**src/rtl/qspi_psram_resp_pkg.sv**
```systemverilog
// Shared command codes, phase lengths and FSM state encoding for the QSPI PSRAM responder.
package qspi_psram_resp_pkg;

    localparam logic [7:0] CMD_QREAD  = 8'hEB;
    localparam logic [7:0] CMD_QWRITE = 8'h38;

    localparam int CMD_NIBBLES  = 2;
    localparam int ADDR_NIBBLES = 6;

    typedef enum logic [2:0] {
        IDLE,
        CMD,
        ADDR,
        DUMMY,
        RDATA,
        WDATA,
        IGNORE
    } state_t;

endpackage

```
**src/rtl/qspi_resp_sync.sv**
```systemverilog
// Brings the asynchronous QSPI pins into clk_i and turns synced SCK/CS levels into edge pulses.
module qspi_resp_sync (
    input  logic       clk_i,
    input  logic       rst_i,
    input  logic       sck_i,
    input  logic       cs_in,
    input  logic [3:0] sd_i,
    output logic       sck_rise_o,
    output logic       sck_fall_o,
    output logic       cs_n_o,
    output logic       cs_fall_o,
    output logic [3:0] sd_o
);

    logic [1:0] sck_sync_q;
    logic       sck_prev_q;
    logic [1:0] cs_sync_q;
    logic       cs_prev_q;
    logic [3:0] sd_meta_q;
    logic [3:0] sd_sync_q;

    // CS chain resets to "selected" so a chip select held low through reset
    // never looks like a fresh fall; a new transfer needs CS to go high first.
    always_ff @(posedge clk_i or posedge rst_i) begin
        if (rst_i) begin
            sck_sync_q <= 2'b00;
            sck_prev_q <= 1'b0;
            cs_sync_q  <= 2'b00;
            cs_prev_q  <= 1'b0;
            sd_meta_q  <= 4'h0;
            sd_sync_q  <= 4'h0;
        end else begin
            sck_sync_q <= {sck_sync_q[0], sck_i};
            sck_prev_q <= sck_sync_q[1];
            cs_sync_q  <= {cs_sync_q[0], cs_in};
            cs_prev_q  <= cs_sync_q[1];
            sd_meta_q  <= sd_i;
            sd_sync_q  <= sd_meta_q;
        end
    end

    assign sck_rise_o = sck_sync_q[1] & ~sck_prev_q;
    assign sck_fall_o = ~sck_sync_q[1] & sck_prev_q;
    assign cs_n_o     = cs_sync_q[1];
    assign cs_fall_o  = cs_prev_q & ~cs_sync_q[1];
    assign sd_o       = sd_sync_q;

endmodule

```
**src/rtl/qspi_psram_resp.sv**
```systemverilog
// Quad-SPI PSRAM target serving 0xEB reads / 0x38 writes from a byte-wide memory port.
// Optional sticky unknown-command flag cmd_err_o when QSPI_PSRAM_RESP_CMDERR_EN is defined.
module qspi_psram_resp
    import qspi_psram_resp_pkg::*;
#(
    parameter int DEPTH        = 16384,
    parameter int DUMMY_CYCLES = 6,
    parameter int AW           = $clog2(DEPTH)
) (
    input  logic          clk_i,
    input  logic          rst_i,
    input  logic          sck_i,
    input  logic          cs_in,
    input  logic [3:0]    sd_i,
    output logic [3:0]    sd_o,
    output logic [3:0]    sd_oen_o,
    output logic [AW-1:0] mem_addr_o,
    output logic          mem_re_o,
    input  logic [7:0]    mem_rdata_i,
    output logic          mem_we_o,
`ifdef QSPI_PSRAM_RESP_CMDERR_EN
    output logic          cmd_err_o,
`endif
    output logic [7:0]    mem_wdata_o
);

    localparam int CNT_W = 8;

    logic          sck_rise;
    logic          sck_fall;
    logic          cs_n_s;
    logic          cs_fall;
    logic [3:0]    sd_s;

    state_t        state_q, state_d;
    logic [CNT_W-1:0] cnt_q, cnt_d;
    logic          phase_q, phase_d;
    logic          is_wr_q, is_wr_d;
    logic [3:0]    cmd_sh_q, cmd_sh_d;
    logic [AW-1:0] addr_sh_q, addr_sh_d;
    logic [AW-1:0] addr_q, addr_d;
    logic [7:0]    rbuf_q, rbuf_d;
    logic          rd_pend_q;
    logic [3:0]    whi_q, whi_d;
    logic [3:0]    sd_q, sd_d;
    logic [3:0]    oen_q, oen_d;
    logic          re_q, re_d;
    logic          we_q, we_d;
    logic [7:0]    wdata_q, wdata_d;

    logic [7:0]    cmd_byte;
    logic [AW-1:0] addr_full;

    qspi_resp_sync u_sync (
        .clk_i      (clk_i),
        .rst_i      (rst_i),
        .sck_i      (sck_i),
        .cs_in      (cs_in),
        .sd_i       (sd_i),
        .sck_rise_o (sck_rise),
        .sck_fall_o (sck_fall),
        .cs_n_o     (cs_n_s),
        .cs_fall_o  (cs_fall),
        .sd_o       (sd_s)
    );

    assign cmd_byte  = {cmd_sh_q, sd_s};
    // Upper address nibbles shift out of the top; only addr[AW-1:0] survives.
    assign addr_full = AW'({addr_sh_q, sd_s});

    always_ff @(posedge clk_i or posedge rst_i) begin
        if (rst_i) begin
            state_q   <= IDLE;
            cnt_q     <= '0;
            phase_q   <= 1'b0;
            is_wr_q   <= 1'b0;
            cmd_sh_q  <= 4'h0;
            addr_sh_q <= '0;
            addr_q    <= '0;
            rbuf_q    <= 8'h00;
            rd_pend_q <= 1'b0;
            whi_q     <= 4'h0;
            sd_q      <= 4'h0;
            oen_q     <= 4'h0;
            re_q      <= 1'b0;
            we_q      <= 1'b0;
            wdata_q   <= 8'h00;
        end else begin
            state_q   <= state_d;
            cnt_q     <= cnt_d;
            phase_q   <= phase_d;
            is_wr_q   <= is_wr_d;
            cmd_sh_q  <= cmd_sh_d;
            addr_sh_q <= addr_sh_d;
            addr_q    <= addr_d;
            rbuf_q    <= rbuf_d;
            rd_pend_q <= re_q;
            whi_q     <= whi_d;
            sd_q      <= sd_d;
            oen_q     <= oen_d;
            re_q      <= re_d;
            we_q      <= we_d;
            wdata_q   <= wdata_d;
        end
    end

    always_comb begin
        state_d   = state_q;
        cnt_d     = cnt_q;
        phase_d   = phase_q;
        is_wr_d   = is_wr_q;
        cmd_sh_d  = cmd_sh_q;
        addr_sh_d = addr_sh_q;
        addr_d    = addr_q;
        rbuf_d    = rbuf_q;
        whi_d     = whi_q;
        sd_d      = sd_q;
        oen_d     = oen_q;
        re_d      = 1'b0;
        we_d      = 1'b0;
        wdata_d   = wdata_q;

        // Memory returns data the cycle after the strobe.
        if (rd_pend_q) begin
            rbuf_d = mem_rdata_i;
        end
        // The write strobe cycle presents the current address; advance afterwards.
        if (we_q) begin
            addr_d = addr_q + AW'(1);
        end

        // Deselect overrides everything, including a coincident SCK edge.
        if (cs_n_s) begin
            state_d = IDLE;
        end else begin
            case (state_q)
                IDLE: begin
                    if (cs_fall) begin
                        state_d = CMD;
                        cnt_d   = '0;
                    end
                end
                CMD: begin
                    if (sck_rise) begin
                        cmd_sh_d = sd_s;
                        cnt_d    = cnt_q + CNT_W'(1);
                        if (cnt_q == CNT_W'(CMD_NIBBLES - 1)) begin
                            cnt_d = '0;
                            case (cmd_byte)
                                CMD_QREAD: begin
                                    state_d = ADDR;
                                    is_wr_d = 1'b0;
                                end
                                CMD_QWRITE: begin
                                    state_d = ADDR;
                                    is_wr_d = 1'b1;
                                end
                                default: state_d = IGNORE;
                            endcase
                        end
                    end
                end
                ADDR: begin
                    if (sck_rise) begin
                        addr_sh_d = addr_full;
                        cnt_d     = cnt_q + CNT_W'(1);
                        if (cnt_q == CNT_W'(ADDR_NIBBLES - 1)) begin
                            cnt_d   = '0;
                            phase_d = 1'b0;
                            addr_d  = addr_full;
                            if (is_wr_q) begin
                                state_d = WDATA;
                            end else begin
                                state_d = DUMMY;
                                re_d    = 1'b1;
                            end
                        end
                    end
                end
                DUMMY: begin
                    if (sck_rise) begin
                        cnt_d = cnt_q + CNT_W'(1);
                        if (cnt_q == CNT_W'(DUMMY_CYCLES - 1)) begin
                            cnt_d   = '0;
                            state_d = RDATA;
                        end
                    end
                end
                RDATA: begin
                    if (sck_fall) begin
                        oen_d   = 4'hF;
                        phase_d = ~phase_q;
                        if (!phase_q) begin
                            sd_d = rbuf_q[7:4];
                        end else begin
                            // Byte fully shifted out: prefetch the next one well before the next fall.
                            sd_d   = rbuf_q[3:0];
                            addr_d = addr_q + AW'(1);
                            re_d   = 1'b1;
                        end
                    end
                end
                WDATA: begin
                    if (sck_rise) begin
                        phase_d = ~phase_q;
                        if (!phase_q) begin
                            whi_d = sd_s;
                        end else begin
                            wdata_d = {whi_q, sd_s};
                            we_d    = 1'b1;
                        end
                    end
                end
                IGNORE: ;
                default: state_d = IDLE;
            endcase
        end

        if (state_d != RDATA) begin
            oen_d = 4'h0;
        end
    end

`ifdef QSPI_PSRAM_RESP_CMDERR_EN
    logic cmd_err_q;

    always_ff @(posedge clk_i or posedge rst_i) begin
        if (rst_i) begin
            cmd_err_q <= 1'b0;
        end else if (state_q == CMD && state_d == IGNORE) begin
            cmd_err_q <= 1'b1;
        end
    end

    assign cmd_err_o = cmd_err_q;
`endif

    assign sd_o        = sd_q;
    assign sd_oen_o    = oen_q;
    assign mem_addr_o  = addr_q;
    assign mem_re_o    = re_q;
    assign mem_we_o    = we_q;
    assign mem_wdata_o = wdata_q;

endmodule

```
**config.mk**
```make
export PLATFORM = sky130hd
export DESIGN_NAME = qspi_psram_resp
export DESIGN_NICKNAME = d
export VERILOG_FILES = /design/src/rtl/qspi_psram_resp_pkg.sv /design/src/rtl/qspi_resp_sync.sv /design/src/rtl/qspi_psram_resp.sv
export SDC_FILE = /design/constraint.sdc
export NUM_CORES = 1
export LEC_CHECK = 0
export CELL_PAD_IN_SITES_DETAIL_PLACEMENT = 1
export CELL_PAD_IN_SITES_GLOBAL_PLACEMENT = 1
export CORE_AREA = 2 2 81 121
export DETAILED_ROUTE_END_ITERATION = 8
export DIE_AREA = 0 0 83 123
export PLACE_DENSITY = 0.82
export SETUP_SLACK_MARGIN = 0.2
export SKIP_LAST_GASP = 1
export SYNTH_ARGS = -nofsm -noshare
export SYNTH_HDL_FRONTEND = slang
export SYNTH_HIERARCHICAL = 1
export SYNTH_SLANG_ARGS = --single-unit
```
**constraint.sdc**
```tcl
create_clock -name clk_i -period 2.6 [get_ports clk_i]
set_input_delay 0.52 -clock clk_i [delete_from_list [all_inputs] [get_ports clk_i]]
set_output_delay 0.52 -clock clk_i [all_outputs]
set_load 0.005 [all_outputs]
```
* Word level (Yosys, flattened, before mapping)
Cells that the tools add are included.
** Storage, ports and cells
- Register bits after elaboration :: 86
- Latch bits :: 0
- RAM bits :: 0
- Memory bits (read-only) :: 0
- Output and inout port bits :: 32
- Memories kept :: 0
** Operators by class
- $add $sub $neg :: 2
- Multiply operators :: 0
- Div/mod/pow operators :: 0
- Magnitude comparators :: 0
- Equal/unequal tests :: 19
- Shift-type cells :: 0
- Muxes and demuxes :: 45
- Bitwise logic cells :: 7
- Reductions and logical operators :: 18
** Operators by type and width (count)
- 14-bit two-way mux :: 6
- 8-bit two-way mux :: 5
- 3-bit two-way mux :: 10
- 14-bit one-hot mux with 2 select lines :: 1
- 8-bit one-hot mux with 3 select lines :: 1
- 4-bit two-way mux :: 5
- 3-bit one-hot mux with 5 select lines :: 1
- 14-bit by 1-bit adder with 14-bit output, second input constant :: 1
- 2-bit != test, second input constant :: 7
- 1-bit two-way mux :: 13
- 3-bit AND reduction :: 4
- 5-bit AND reduction :: 2
- 3-bit equality test, second input constant :: 3
- 8-bit by 1-bit adder with 8-bit output, second input constant :: 1
- 8-bit by 1-bit equality test with 1-bit output, second input constant :: 1
- 8-bit by 3-bit equality test with 1-bit output, second input constant :: 1
- 8-bit by 6-bit equality test with 1-bit output, second input constant :: 1
- 8-bit equality test, second input constant :: 1
- 4-bit AND reduction :: 2
- 3-bit by 2-bit equality test with 1-bit output, second input constant :: 2
- 6-bit AND reduction :: 1
- 2-bit nonzero test :: 3
- 3-bit nonzero test :: 2
- 1-bit NOT :: 4
- other kinds (9) :: 13

* Depth between registers and ports, before layout
Gate-level depths: netlist (run 1).
- Depth in word-level cells :: 10
- Mapped depth :: 8
- Gate-level depth less buffers :: 7

* Cells and area by module
The synthesis (run 1) kept the hierarchy.
** Modules (own cells, without submodules)
- qspi_psram_resp :: times used 1, cells an instance 331, area an instance 3549.7 µm², sequential area each 1726.7 µm²
- qspi_resp_sync :: times used 1, cells an instance 18, area an instance 375.4 µm², sequential area each 350.3 µm²

* Worst setup path after synthesis (run 1)
No wires, ideal clock.
- Path type :: register -> register
- Start point :: register cnt_q[1]
- End point :: register oen_q[2] (netlist: sd_oen_o[2])
- Library setup time :: 0.095 ns
- Arrival :: 1.832 ns
- Path slack :: 0.673 ns
- Cell stages (with the launch flop) :: 8
- Path buffers :: 0
- Clock period less this slack :: 1.927 ns
- Path through :: dfrtp_1 > inv_1 > ha_1 > nor2b_1 > nand4_4 > or3_1 > a31o_1 > nor4b_2
** On the way
- Word-level cells in the longest chain between the ends :: 8
- Elaborated cells between the ends (all ways) :: 16
- Those cells by class :: 4 x eq/ne; 9 x mux; 3 x reduce/logical
** Ends and longest elaborated chain
- start, declared :: line qspi_psram_resp.sv:36 : logic [CNT_W-1:0] cnt_q, cnt_d;
- start signal, assigned :: line qspi_psram_resp.sv:90 : cnt_q <= cnt_d;
- 8-bit by 3-bit equality test with 1-bit output / 8-bit by 1-bit equality test with 1-bit output (equally long branches) :: line qspi_psram_resp.sv:167, qspi_psram_resp.sv:183, qspi_psram_resp.sv:147
- 3-bit two-way mux (on tied branches) :: line qspi_psram_resp.sv:183, qspi_psram_resp.sv:147, qspi_psram_resp.sv:167
- 3-bit two-way mux (on tied branches) :: line qspi_psram_resp.sv:181, qspi_psram_resp.sv:144, qspi_psram_resp.sv:164
- 3-bit one-hot mux with 5 select lines * :: line qspi_psram_resp.sv:136 : case (state_q)
- 3-bit two-way mux * :: line qspi_psram_resp.sv:133 : if (cs_n_s) begin
- 3-bit != test * :: line qspi_psram_resp.sv:219 : if (state_d != RDATA) begin
- 2-bit != test (no line) / 2-bit nonzero test (equally long branches)
- 3-bit AND reduction (no line)
- end signal, assigned :: line qspi_psram_resp.sv:100 : oen_q <= oen_d;
- end, declared :: line qspi_psram_resp.sv:46 : logic [3:0] oen_q, oen_d;
Every way passes the cells marked *; elsewhere a longest branch is shown, timed or not.
A chain may end at the register's enable or synchronous reset.

* Worst setup path in the final report (run 1)
- Start point :: register state_q[1]
- End point :: register cnt_q[6]
** On the way
- Word-level cells in the longest chain between the ends :: 4
- Elaborated cells between the ends (all ways) :: 11
- Those cells by class :: 6 x eq/ne; 1 x mux; 4 x reduce/logical
** Ends and longest elaborated chain
- start, declared :: line qspi_psram_resp.sv:35 : state_t state_q, state_d;
- start signal, assigned :: line qspi_psram_resp.sv:89 : state_q <= state_d;
- 3-bit by 2-bit equality test with 1-bit output :: line qspi_psram_resp.sv:136
- 2-bit OR reduction (no line)
- 2-bit by 1-bit != test with 1-bit output (no line) / 3-bit nonzero test (equally long branches)
- 5-bit AND reduction (no line)
Several ways; a longest one is shown, not always the timed one.

==> results of run 1 <==
==> per-layer routing <==
layer / share of wire / global-route usage
met2: 0.57 / 0.379
met5: 0 / 0
met3: 0.025 / 0.0327
met1: 0.39 / 0.220
met4: 0.019 / 0.0738
==> layout by cell type, fill, tap and decap left out, drive strengths merged, types with 5 or more instances in the layout <==
master and n:
dfrtp 83, clkdlybuf4s50 47, mux2 35, nor2 21, o21ai 19, nand2 19, inv 11, xnor2 9
nand3 9, a21oi 9, clkbuf 9, nand2b 8, o22ai 8, and3 7, mux2i 7, a22oi 7
nand4 7, nor2b 7, a31oi 6, nor3 6, buf 6, xor2 5
==> cells by family (layout without fill, tap and decap cells) <==
logic type | after synthesis | after routing | synth area share
buffers and inverters | 30 | 77 | 0.0332
AOI/OAI and AO/OA | 73 | 73 | 0.124
xor gates and xnor gates | 14 | 14 | 0.0312
and+or+nand+nor | 104 | 104 | 0.154
muxes | 42 | 42 | 0.118
DFF | 83 | 83 | 0.529
adders and majority gates | 3 | 3 | 0.00956
==> power groups by stage <==
stage	combinational [mW]	sequential, mW	clock [mW]
floorplan	0.115	1.38	0
global placement	0.156	1.40	0
detailed placement	0.166	1.41	0
CTS	0.169	1.39	1.24
global route	0.184	1.39	1.29
finish	0.166	1.39	1.21
==> area by class of cell <==
class | count | share of cell area
Sequential cell | 83 | 0.435
Clock buffer | 9 | 0.0472
Timing Repair Buffer | 53 | 0.108
Multi-Input combinational cell | 236 | 0.362
Clock inverter | 7 | 0.0123
Tap cell | 112 | 0.0293
Inverter | 8 | 0.00629
==> flip-flops by register name, summed over array words and instances (netlist names) <==
signal,flops
mem_addr_o,14
addr_sh_q,10
cnt_q,8
mem_wdata_o,8
rbuf_q,8
cmd_sh_q,4
sd_o,4
u_sync/sd_meta_q,4
u_sync/sd_o,4
whi_q,4
state_q,3
u_sync/cs_sync_q,2
u_sync/sck_sync_q,2
is_wr_q,1
mem_re_o,1
mem_we_o,1
phase_q,1
rd_pend_q,1
sd_oen_o,1
u_sync/cs_prev_q,1
u_sync/sck_prev_q,1
==> path summary, 6_finish.rpt <==
| check | startpoint | end | slack (ps) | cells past startpoint |
|---|---|---|---|---|
| max in group asynchronous | rst_i | cnt_q[7] | 1590 | 3 |
| max | state_q[1] | cnt_q[6] | 380 | 4 |
| min | u_sync/sd_meta_q[3] | u_sync/sd_o[3] | 350 | 0 |
| min in group asynchronous | rst_i | u_sync/sd_meta_q[3] | 590 | 2 |
| max reg2reg | state_q[1] | cnt_q[6] | 380 | 4 |
| min reg2reg | u_sync/sd_meta_q[3] | u_sync/sd_o[3] | 350 | 0 |
==> timing repair <==
action / 4_1_cts / 5_1_grt
hold buffers: 0 / 0
gates resized for setup: 0 / 3
endpoints found under the hold margin: 0 / 0
endpoints found under the setup margin: 0 / 12
==> through the flow <==
step | setup slack (ps) | cell area [µm²]
after global placement | 416 | 4480
after floorplan | 340 | 3930
after CTS | 283 | 4760
after detailed placement | 316 | 4480
final | 379 | 4780
after global routing | 252 | 4780
==> worst max-delay path: cells and delay by family (launching register included) <==
kind	cells	cell delay (ps)
flip-flops	1	570
AND/OR/NAND/NOR	2	860
AO/OA/AOI/OAI	2	680
==> results by group, run 1 <==
Synth
  – Post-Syn Area: 3930 µm²
  – Top_reg_cell synth: dfrtp_1
  – Post-Syn Nets: 368
  – Seq cells post-synth: 83
  – Register area share after synthesis: 0.529
  – Cells after Synth: 349
  – Number of synthesized flops with an enable pin: 0
  – Netlist cell types: 53
  – Synth top area share: 0.529
  – Most common cell in the synthesized netlist: dfrtp_1
  – Ys Warns: 6
  – Synth area leader: dfrtp_1
  – Most frequent cells after synthesis: 83 x dfrtp_1, 35 x mux2_2, 21 x nor2_1
  – Syn_area_per_cell: 11.2 µm²
  – Top cells by area, synth: dfrtp_1 53%, mux2_2 10%, o21ai_0 2.4%
  – Fraction of registers with async set/reset: 1.00

Drt
  – DRT Wirelength: 9610 µm
  – Vias per cell: 5.65
  – First drt pass iteration count: 4
  – DRC violations left: 0
  – DR vias: 2,869
  – DRT iter0 DRCs: 80
  – Final ANT Viol Nets: 0
  – Routed wire length per instance: 18.9 µm

Pwr
  – Net load switching power: 697 µW
  – Internal power: 2.07 mW
  – Total power draw: 2.77 mW
  – Pwr/cell area: 579 nW/µm²
  – Sequential Power Share: 0.501
  – Static Leak: 2.04 nW
  – Peak supply drop: 864 µV
  – Combinational Power Share: 0.060
  – Sw Share: 0.252
  – Clk pwr share: 0.439

Clocking
  – Reg clk slew, reported paths: 60 ps
  – CTS tree: done
  – Max clock buf depth: 2
  – Post-CTS Setup Inserts: 0
  – Number of buffers created by CTS: 9
  – Clk sinks: 83
  – CTS root buffer: clkbuf_16
  – H-tree Lvls: 3
  – Worst-Skew Late Latency: 340 ps

STA
  – Fmax: 450 MHz
  – Period utilisation layout: 0.854
  – RSZ-0062 raised after global routing: false
  – Fin crit period: 2220 ps
  – Max-slew violation count: 0
  – Worst hold slack: 350 ps
  – Worst slew margin: 0.596
  – Number of setup violations in the final report: 0
  – Fin. Hold Viols: 0
  – Worst Tran Pin Value: 598 ps
  – Final TNS setup: 0 ps
  – Clock Skews: 7.74 ps

Floorplan
  – Die width: 83 µm
  – Chip Height: 123 µm
  – Core Region: 9200 µm²
  – DIE AREA: 10,200 µm²
  – Row cnt: 43
  – Num ports: 48
  – Initial Utilization: 0.427

Cells and area
  – Multi-input combinational cell area: 1730 µm²
  – Final Util: 0.519
  – Ant. Diodes: 0
  – Layout cells sized above 1: 0.179
  – Post-route insts no fill: 508
  – # fillers: 955
  – Nets: 410
  – FF/Latch Area: 2080 µm²
  – Area grow syn2layout: 21.7%

Worst setup path
  – Worst EP arrival: 2460 ps
  – Worst path cell trace: or3b_1 > a211o_1 > or2_2 > o31ai_1
  – CP Class: reg -> reg
  – Worst path max stage delay: 570 ps
  – Worst path required time: 2840 ps
  – CP Max Fanout: 18
  – CP Launch Type: flop
  – Slowest-stage cell, CP: dfrtp_1
  – Crit path capture type: flop

Placement
  – Placed insts: 492
  – Port Buffers: 47
  – Post-DP HPWL: 6730 µm
  – Routability cong.: 0.870

GRT
  – Tot GR Track Use: 0.198
  – Vias in the first global route: 3,105
  – GRT overflow: 0
  – Initial antenna violation count: 0
  – First-pass GRT wire length: 15,800 µm
  – Largest net degree at the start of global routing: 37

Run status
  – Status: finished clean

Hold path
  – HP Class: reg -> reg

Flow run
  – MaxCap Viol Count: 0
Note: power is estimated with default switching activity, not from simulation.
==> inputs of run 2 (changes only) <==
--- a/config.mk
+++ b/config.mk
@@ -5,12 +5,13 @@
 export SDC_FILE = /design/constraint.sdc
 export NUM_CORES = 1
 export LEC_CHECK = 0
+export ABC_AREA = 1
 export CELL_PAD_IN_SITES_DETAIL_PLACEMENT = 1
 export CELL_PAD_IN_SITES_GLOBAL_PLACEMENT = 1
-export CORE_AREA = 2 2 81 121
+export CORE_AREA = 2 2 86 129
 export DETAILED_ROUTE_END_ITERATION = 8
-export DIE_AREA = 0 0 83 123
-export PLACE_DENSITY = 0.82
+export DIE_AREA = 0 0 88 131
+export PLACE_DENSITY = 0.84
 export SETUP_SLACK_MARGIN = 0.2
 export SKIP_LAST_GASP = 1
 export SYNTH_ARGS = -nofsm -noshare
==> run 2 against run 1 <==
Net effect: flip-flop and latch count unchanged; critical endpoint is now mem_wdata_o[2]; cell area is 9.7% higher; utilization fell by 1.6 points; non-clock buffer count down 3; die area up 13%; clock-buffer cell count unchanged; largest power group unchanged; hold slack gained 4.0 ps; synthesized cell count grew 56%; synthesized area rose by 9.6%.
==> results by group, run 2 <==
Run status
  – Status: finished clean

STA
  – RSZ-0062 raised after global routing: false
  – Number of setup violations in the final report: 0 (unchanged)
  – Fin. Hold Viols: 0 (unchanged)
  – Max-slew violation count: 0 (unchanged)
  – Clock Skews: 4.06 ps (-3.68 ps)
  – Fmax: 486 MHz (+8.0%)
  – Worst hold slack: 354 ps (+3.95 ps)
  – Period utilisation layout: 0.791 (-0.0632)
  – Worst slew margin: 0.590 (-0.00596)
  – Final TNS setup: 0 ps (unchanged)
  – Worst Tran Pin Value: 612 ps (+14.8 ps)
  – Fin crit period: 2060 ps (-164 ps)

GRT
  – First-pass GRT wire length: 19,700 µm (+25%)
  – Initial antenna violation count: 0 (unchanged)
  – Vias in the first global route: 4,210 (+36%)
  – Global-route met2 utilization: 0.426 (+0.0471)
  – Gr busiest metal: met2
  – Largest net degree at the start of global routing: 27 (-27%)
  – GRT overflow: 0 (unchanged)
  – M3 GR Usage: 0.0389 (+0.00623)
  – Tot GR Track Use: 0.223 (+0.0245)
  – Met1 Usage GRT: 0.230 (+0.0102)

Synth
  – Ys Warns: 6 (unchanged)
  – Seq cells post-synth: 83 (unchanged)
  – Number of synthesized flops with an enable pin: 0 (unchanged)
  – Most frequent cells after synthesis: 179 x nand2_1, 83 x dfrtp_1, 56 x inv_1
  – Register area share after synthesis: 0.483 (-0.0465)
  – Most common cell in the synthesized netlist: nand2_1
  – Largest family of logic cells by synthesized area: simple AND/OR/NAND/NOR gates
  – Fraction of registers with async set/reset: 1.00 (unchanged)
  – Mux contribution to synthesized area: 0.0236 (-0.0947)
  – Synth top area share: 0.483 (-0.0465)
  – Synth area leader: dfrtp_1
  – Post-Syn Nets: 562 (+53%)
  – Syn_area_per_cell: 7.92 µm² (-30%)
  – Netlist cell types: 41 (-23%)
  – Post-synthesis adder-cell area fraction: 0.00872 (-0.000840)
  – Compound-gate portion of the synthesized area: 0.0971 (-0.0272)
  – Cells after Synth: 543 (+56%)
  – Top cells by area, synth: dfrtp_1 48%, nand2_1 16%, nand3_1 5.7%
  – Top_reg_cell synth: dfrtp_1
  – Simple-Gate Fraction of Synth Area: 0.308 (+0.154)
  – Post-Synth XOR/XNOR Area: 0.00611 (-0.0251)
  – Post-Syn Area: 4300 µm² (+9.6%)

Drt
  – DRT Wirelength: 12,100 µm (+26%)
  – DR vias: 3,890 (+36%)
  – DRT iter0 DRCs: 109 (+36%)
  – Vias per cell: 5.25 (-7.0%)
  – Final ANT Viol Nets: 0 (unchanged)
  – DRC violations left: 0 (unchanged)
  – First drt pass iteration count: 4 (unchanged)
  – Routed wire length per instance: 16.3 µm (-14%)

Floorplan
  – Initial Utilization: 0.413 (-0.0136)
  – Die width: 88 µm (+6.0%)
  – Chip Height: 131 µm (+6.5%)
  – Core Region: 10,400 µm² (+13%)
  – Num ports: 48 (unchanged)
  – DIE AREA: 11,500 µm² (+13%)
  – Row cnt: 46 (+7.0%)

Clocking
  – Clk sinks: 83 (unchanged)
  – Worst-Skew Late Latency: 340 ps (about the same)
  – Post-CTS Hold Buffers: 0 (unchanged)
  – Reg clk slew, reported paths: 70 ps (about the same)
  – H-tree Lvls: 3 (unchanged)
  – CTS tree: done
  – Post-CTS Setup Inserts: 0 (unchanged)
  – Number of buffers created by CTS: 9 (unchanged)
  – Post_cts resized: 0 (unchanged)
  – Max clock buf depth: 2 (unchanged)
  – CTS root buffer: clkbuf_16

Cells and area
  – Layout cells sized above 1: 0.112 (-0.0671)
  – Max reg flops: 14 (unchanged)
  – Area grow syn2layout: 21.8% (about the same)
  – Commonest non-fill, non-tap cell in the layout: nand2_1
  – Nets: 611 (+49%)
  – Post-route insts no fill: 741 (+46%)
  – Ant. Diodes: 0 (unchanged)
  – Most frequent cells in the layout: 179 x nand2_1, 83 x dfrtp_1, 55 x inv_1
  – Final Util: 0.503 (-0.0161)

Worst setup path
  – Worst Reg-to-Reg Cells: 8 (+4)
  – Worst EP arrival: 2290 ps (-170 ps)
  – Worst r2r src: u_sync/sck_prev_q
  – CP Class: reg -> reg
  – CP Max Fanout: 12 (-6)
  – Slowest-stage cell, CP: nor2_1
  – Worst R2R Setup Slack: 540 ps (+160 ps)
  – CP delay by family, top: simple AND/OR/NAND/NOR gates
  – Worst path max stage delay: 500 ps (-70 ps)
  – Worst path required time: 2830 ps (about the same)
  – Worst path cell trace: nor2_1 > inv_2 > nor2_4 > inv_2 > nor3_4 > inv_2 > nand2_1 > o21ai_2
  – Reg2reg end: mem_wdata_o[2]
  – Crit path capture type: flop
  – Worst path bufs/invs: 3 (+3)
  – Cell repeated most along the worst path: inv_2
  – CP Launch Type: flop

Hold path
  – HP Class: reg -> reg
  – Hold path depth: 0 (unchanged)
  – WHS Endpoint: u_sync/sd_o[1]
  – Min-delay src: u_sync/sd_meta_q[1]

Placement
  – Routability cong.: 0.879 (+1.1%)
  – Port Buffers: 47 (unchanged)
  – Post-DP HPWL: 9120 µm (+36%)
  – Placed insts: 725 (+47%)

Pwr
  – Pwr/cell area: 551 nW/µm² (-4.9%)
  – Static Leak: 2.42 nW (+19%)
  – Peak supply drop: 636 µV (-26%)
  – Total power draw: 2.89 mW (+4.4%)

Flow run
  – MaxCap Viol Count: 0 (unchanged)
## run 2: cell count changes in the layout (fill, tap and decap cells not counted), moves of 9 or more
cell     previous run  this run
inv_2               1        10
nand2_1            19       179
nand3_1             9        49
o21ai_0            19        33
inv_1               7        55
mux2_2             35         9
nor2_1             21        41
## run 2: final cells by class
class                   instances  area (µm²)
clock buffers                   9         225
clock inverters                 7        82.6
fillers                      1268        5180
inverters                      66         249
multi-input cells             382        1910
flip-flops and latches         83        2080
well taps                     144         180
repair buffers                 50         518
## run 2: layer usage
metal,up-vias,wire (µm)
li1,1840,-
met4,0,390
met5,-,0
met1,1931,4570
met2,90,6720
met3,29,395
## run 2: metrics by stage
| step | cell area (µm²) | worst slack, ps |
|---|---|---|
| 6_report | 5240 | 543 |
| 5_1_grt | 5240 | 390 |
| 4_1_cts | 5240 | 562 |
| 3_5_place_dp | 4930 | 573 |
| 3_3_place_gp | 4930 | 697 |
| 2_1_floorplan | 4300 | 340 |
## run 2: report_power, final
| group | total [mW] | leakage [nW] | internal, mW | switching, mW |
|---|---|---|---|---|
| logic | 0.185 | 1.15 | 0.0688 | 0.116 |
| clock network | 1.33 | 0.145 | 0.760 | 0.572 |
| registers | 1.37 | 1.12 | 1.33 | 0.0390 |
| total | 2.89 | 2.42 | 2.16 | 0.727 |
## run 2: worst register-to-register path: stages (launching register included)
cell and delay [ps]:
dfrtp_1 400, nor2_1 500, inv_2 130, nor2_4 150, inv_2 80, nor3_4 330
inv_2 200, nand2_1 130, o21ai_2 50
## run 2: worst max-delay path by stage
| stage | from | end | slack, ps | cells after the start |
|---|---|---|---|---|
| after detailed placement | u_sync/sck_sync_q[1] | mem_wdata_o[2] | 570 | 9 |
| after floorplan | rst_i | addr_sh_q[0] | 340 | 1 |
| after CTS | u_sync/sck_prev_q | mem_wdata_o[2] | 560 | 8 |
| final | u_sync/sck_prev_q | mem_wdata_o[2] | 540 | 8 |
| after global placement | u_sync/sck_sync_q[1] | mem_wdata_o[3] | 700 | 9 |
| after global routing | u_sync/sck_sync_q[1] | mem_wdata_o[5] | 390 | 9 |
## run 2: logic make-up (layout without fill, tap and decap cells)
| logic type | count (synthesis) | count (layout) |
|---|---|---|
| flip-flops | 83 | 83 |
| adder cells (fa/ha/maj) | 3 | 3 |
| XOR/XNOR | 3 | 3 |
| multiplexers | 9 | 9 |
| buffers and inverters | 78 | 132 |
| AO/OA/AOI/OAI | 68 | 68 |
| AND/OR/NAND/NOR | 299 | 299 |
